<file path="config.mk">
export PLATFORM = sky130hd
export DESIGN_NAME = approx_mul_pipe
export DESIGN_NICKNAME = d
export VERILOG_FILES = /design/src/rtl/approx_mul_pipe.sv
export SDC_FILE = /design/constraint.sdc
export NUM_CORES = 1
export LEC_CHECK = 0
export BUFFER_PORTS_ARGS = -buffer_cell sky130_fd_sc_hd__clkbuf_2
export CORE_ASPECT_RATIO = 1.5
export CORE_MARGIN = 2
export CORE_UTILIZATION = 42
export CTS_CLUSTER_DIAMETER = 80
export DETAILED_ROUTE_END_ITERATION = 12
export GPL_TIMING_DRIVEN = 0
export PLACE_DENSITY = 0.71
export SLEW_MARGIN = 20
export SYNTH_ARGS = -nofsm -noshare
export SYNTH_HDL_FRONTEND = slang
export SYNTH_SLANG_ARGS = --single-unit
</file>
<file path="constraint.sdc">
create_clock -name clk -period 8 [get_ports clk]
set_clock_uncertainty 0.2 [all_clocks]
set_input_delay 1.2 -clock clk [delete_from_list [all_inputs] [get_ports clk]]
set_output_delay 1.2 -clock clk [all_outputs]
set_load 0.03 [all_outputs]
</file>
<file path="src/rtl/approx_mul_pipe.sv">
// Two-stage pipelined unsigned multiplier with per-transaction exact/approximate mode.
// Approximate mode OR-compresses the low APPROX_K result columns; upper columns stay exact.
module approx_mul_pipe #(
    parameter int A_W      = 7,
    parameter int B_W      = 4,
    parameter int APPROX_K = 6
) (
    input  logic               clk,
    input  logic               rst,
    input  logic               in_valid,
    output logic               in_ready,
    input  logic [A_W-1:0]     in_a,
    input  logic [B_W-1:0]     in_b,
    input  logic               in_approx,
    output logic               out_valid,
    input  logic               out_ready,
    output logic [A_W+B_W-1:0] out_res,
    output logic               out_approx
);

    localparam int N = A_W + B_W;

    logic [N-1:0] lo_mask;
    logic [N-1:0] pp_row   [B_W];
    logic [N-1:0] nxt_rows [B_W];
    logic [N-1:0] nxt_lo;

    logic         s1_valid;
    logic [N-1:0] s1_rows [B_W];
    logic [N-1:0] s1_lo;
    logic         s1_approx;

    logic         s2_valid;
    logic [N-1:0] s2_res;
    logic         s2_approx;

    logic [N-1:0] sum_hi;
    logic [N-1:0] sum_res;
    logic         adv1;
    logic         adv2;

    for (genvar c = 0; c < N; c++) begin : g_mask
        assign lo_mask[c] = (c < APPROX_K) ? 1'b1 : 1'b0;
    end

    // Each row is one shifted partial product; in approximate mode the low
    // columns are pulled out of the rows and ORed into a single vector.
    always_comb begin
        nxt_lo = '0;
        for (int j = 0; j < B_W; j++) begin
            pp_row[j]   = ({{B_W{1'b0}}, in_a} & {N{in_b[j]}}) << j;
            nxt_rows[j] = in_approx ? (pp_row[j] & ~lo_mask) : pp_row[j];
            nxt_lo      = nxt_lo | (in_approx ? (pp_row[j] & lo_mask) : '0);
        end
    end

    // Hi rows never touch the low columns, so OR-ing the low vector cannot carry.
    always_comb begin
        sum_hi = '0;
        for (int j = 0; j < B_W; j++) begin
            sum_hi = sum_hi + s1_rows[j];
        end
        sum_res = sum_hi | s1_lo;
    end

    assign adv2     = out_ready | ~s2_valid;
    assign adv1     = adv2 | ~s1_valid;
    assign in_ready = adv1;

    always_ff @(posedge clk) begin
        if (rst) begin
            s1_valid  <= 1'b0;
            s1_rows   <= '{default: '0};
            s1_lo     <= '0;
            s1_approx <= 1'b0;
            s2_valid  <= 1'b0;
            s2_res    <= '0;
            s2_approx <= 1'b0;
        end else begin
            if (adv1) begin
                s1_valid  <= in_valid;
                s1_rows   <= nxt_rows;
                s1_lo     <= nxt_lo;
                s1_approx <= in_approx;
            end
            if (adv2) begin
                s2_valid  <= s1_valid;
                s2_res    <= sum_res;
                s2_approx <= s1_approx;
            end
        end
    end

    assign out_valid  = s2_valid;
    assign out_res    = s2_res;
    assign out_approx = s2_approx;

endmodule

</file>
# After elaboration in Yosys (flattened, before gate mapping)
# Index checks and enable logic that the tools add are counted.
[totals] register_bits=70 in_bits=16 output_inout_bits=14 elab_cells=33
[classes] n_addsub=3 mux=8 n_bitwise=12
[ops] cell="two-way mux 6 bit" count=8
[ops] cell="adder 11 bit" count=3
[ops] cell="OR 6 bit" count=3
[ops] cell="AND 7 x 11 -> 11 bit" count=1
[ops] cell="OR 11 bit" count=1
[ops] cell="AND 7 x 10 -> 10 bit" count=1
[ops] cell="AND 7 x 9 -> 9 bit" count=1
[ops] cell="AND 7 x 8 -> 8 bit" count=1
[ops] cell="inverter 1 bit" count=2
[ops] cell="OR 1 bit" count=2

# Depth between registers and ports, before layout
[logic_depth] word_depth=5 depth_mapped=12 ltp_nobuf=12

# Worst setup path after synthesis
# OpenSTA, ideal clock, no wires.
[synth_timing] kind="input to output" startpoint="input port out_ready" endpoint="output port in_ready" t_arrival_ns=1.810 t_required_ns=6.600 setup_slack_ns=4.790 cell_stages=5 path_buffers=2 path_cell_list="nor2b_4 and2_1 buf_6 inv_2 buf_4"
[synth_via] elab_chain_len=2
[synth_lines] item="start: declaration" line="16" rtl="input logic out_ready,"
[synth_lines] item="OR 1 bit" line="66" rtl="assign adv2 = out_ready | ~s2_valid;"
[synth_lines] item="OR 1 bit" line="67" rtl="assign adv1 = adv2 | ~s1_valid;"
[synth_lines] item="end: declaration" line="11" rtl="output logic in_ready,"
# No other way between the ends.

# Final worst setup path
# Ends and elaborated chain as after synthesis.

==> reports/metrics.cfg <==
[outcome]
status=finished clean

[layout]
layout-drive-gt1-share=0.129
n_antenna_cell=0
fin_nets=372
final_core_util=0.495
area_growth_pct=13.7

[pwr]
p_leak_nw=1.20
ir_drop_uv=98.8
powerDensity_nw_per_um2=191

[synth]
synthesis.area_um2=2520
synth_xor_area_frac=0.0104
ys.flop_type=dfxtp_1
synth-adder-area-share=0.152
synth-simple-area-share=0.224
synth_compound_area_frac=0.150
synth.area.mux_share=0
syn_nets=341
synth_top_family_by_area=simple AND/OR/NAND/NOR gates
ys_top_cells_by_count=dfxtp_1, nand2_1, a21oi_1, nand3_1, inv_1
ys_top_cells_by_area=dfxtp_1, fa_1, a21oi_1, ha_1, nand2_1
async_reset_ff_frac=0
syn_inst=301
ys_ff_latch=49
ys_seq_area_frac=0.390
synth.most_common_cell=dfxtp_1
synth_edf_count=0
synth.avg_cell_area_um2=8.36
yosysUniqueCellTypes=35
synth_top_area_frac=0.390
synth_warnings=0
synth_top_cell_by_area=dfxtp_1

[worst_setup_path]
worstPathArrival_ps=2220
crit_path_end_kind=primary output
rr_startpoint=s1_rows[3]
r2r_end=out_res[9]
ff2ff_path_depth=12
crit_start=out_ready
cp_data_required_time_ps=6600
worstSetupPathType=in2out
crit_fanout=10
ff2ff_setup_slack_ps=4790
worst_setup_path_start_kind=primary input

[global_route]
grt_max_degree=16
gr-total-overflow=0
grt_antenna_before_repair=0
grt_pass1_wl_um=9770
first_global_vias=2099
grtUsageTotal=0.191

[clocking]
postCtsHoldBufs=0
cts-resized-gates=0
htreeDepth=2
clk_latency_ps=300
post_cts.repair.setup_buffers=0
clockBufferDepth=2
clock-root-buffer=clkbuf_8
clk_pin_slew_ps=80
cts.sinks=49
cts_tree=done
cts_made_buffers=5

[route]
wl_um=5690
post_drt_wl_per_cell_um=14.0
routed-wl-met3_um=129
met2WireLength_um=3010
met1_length_um=2450
top_layer=met4
drt_iter0_markers=74
drc=0
firstDrtPassIters=5
vias=2140
ant_nets=0
avgViaCountPerCell=5.28

[timing]
relSlewSlack=0.595
max_freq_ghz=0.277
fin_hold_ws_ps=254
maxSlewViolCount=0
min_period_ps=3620
rsz0062_at_grt=no
setup_viol=0
period_share=0.452
setup_tns_ps=0
hold_viol_final=0
worstMarginPinSlew_ps=608

[die]
dieArea_um2=6640
start_util=0.435
fp.dieH_um=98.8
die_x_um=67.2
ios=30
num_rows=34
coreArea_um2=5790

[worst_hold_path]
hold_start=s1_rows[7]
hold_path_depth=2
hold_path_class=reg2reg
holdPathEnd=s1_rows[7]

[run]
drv_cap=0

[placement]
hpwl_um=4390
gp_congestion=0.834
numPortBuffers=24

-- area by class of cell --
| class | count | area [µm²] |
|---|---|---|
| Fill cell | 603 | 2920 |
| Multi-Input combinational cell | 208 | 1350 |
| Sequential cell | 49 | 981 |
| Timing Repair Buffer | 24 | 120 |
| Buffer | 19 | 93.8 |
| Inverter | 25 | 93.8 |
| Tap cell | 72 | 90.1 |
| Clock buffer | 5 | 68.8 |
| Clock inverter | 3 | 65.1 |
-- report_power, final --
group	switching [W]	internal, W	total, W	leakage (nW)
registers	0.00000624	0.000256	0.000262	0.401
logic	0.0000482	0.0000286	0.0000768	0.730
clock network	0.0000847	0.000124	0.000209	0.0681
total	0.000139	0.000408	0.000547	1.20
-- cell usage in the layout, fill, tap and decap left out, types with 4 or more instances in the layout --
cell type	Yosys	final
dfxtp_1	49	49
nand2_1	39	39
a21oi_1	37	37
nand3_1	29	29
inv_1	24	24
clkbuf_2	0	24
nor2_1	18	18
ha_1	13	13
clkbuf_1	12	12
nor3_1	11	11
fa_1	11	11
a22oi_1	9	9
nor2b_1	8	8
clkbuf_8	0	5
o21ai_0	4	4
-- flip-flops by register name, summed over array words and instances (netlist names) --
| register | count |
|---|---|
| out_approx | 1 |
| s1_valid | 1 |
| s1_lo | 6 |
| out_res | 11 |
| s1_rows | 28 |
| out_valid | 1 |
| s1_approx | 1 |
-- kinds of logic after synthesis --
group	count (synthesis)
AO/OA/AOI/OAI	63
XOR/XNOR	3
adder cells (fa/ha/maj)	24
buffers and inverters	44
flip-flops	49
AND/OR/NAND/NOR	118
-- worst max-delay path by stage --
stage | end | depth (start not counted) | slack (ps)
finish | in_ready | 7 | 4380
global route | in_ready | 7 | 4300
CTS | in_ready | 7 | 4380
detailed placement | in_ready | 7 | 4390
global placement | in_ready | 7 | 4390
floorplan | in_ready | 5 | 4790
-- routing by layer --
metal / vias up / global-route usage
met4: 0 / 0.0628
met2: 40 / 0.337
met1: 1020 / 0.235
li1: 1074 / -
met5: - / 0
met3: 6 / 0.0240
-- stage by stage --
stage | power, W | setup slack, ps | area (µm²) | instances
6_report | 0.000547 | 4380 | 2860 | 405
5_1_grt | 0.000573 | 4300 | 2860 | 405
4_1_cts | 0.000552 | 4380 | 2860 | 405
3_5_place_dp | 0.000344 | 4390 | 2730 | 397
3_3_place_gp | 0.000343 | 4390 | 2730 | 397
2_1_floorplan | 0.000321 | 4790 | 2520 | 301
-- critical path, stage by stage --
cell and delay, ps:
clkbuf_2 100, nor2b_4 160, and2_1 160, buf_6 150, inv_2 80, buf_4 180, clkbuf_2 190
(Power assumes the default switching activity.)
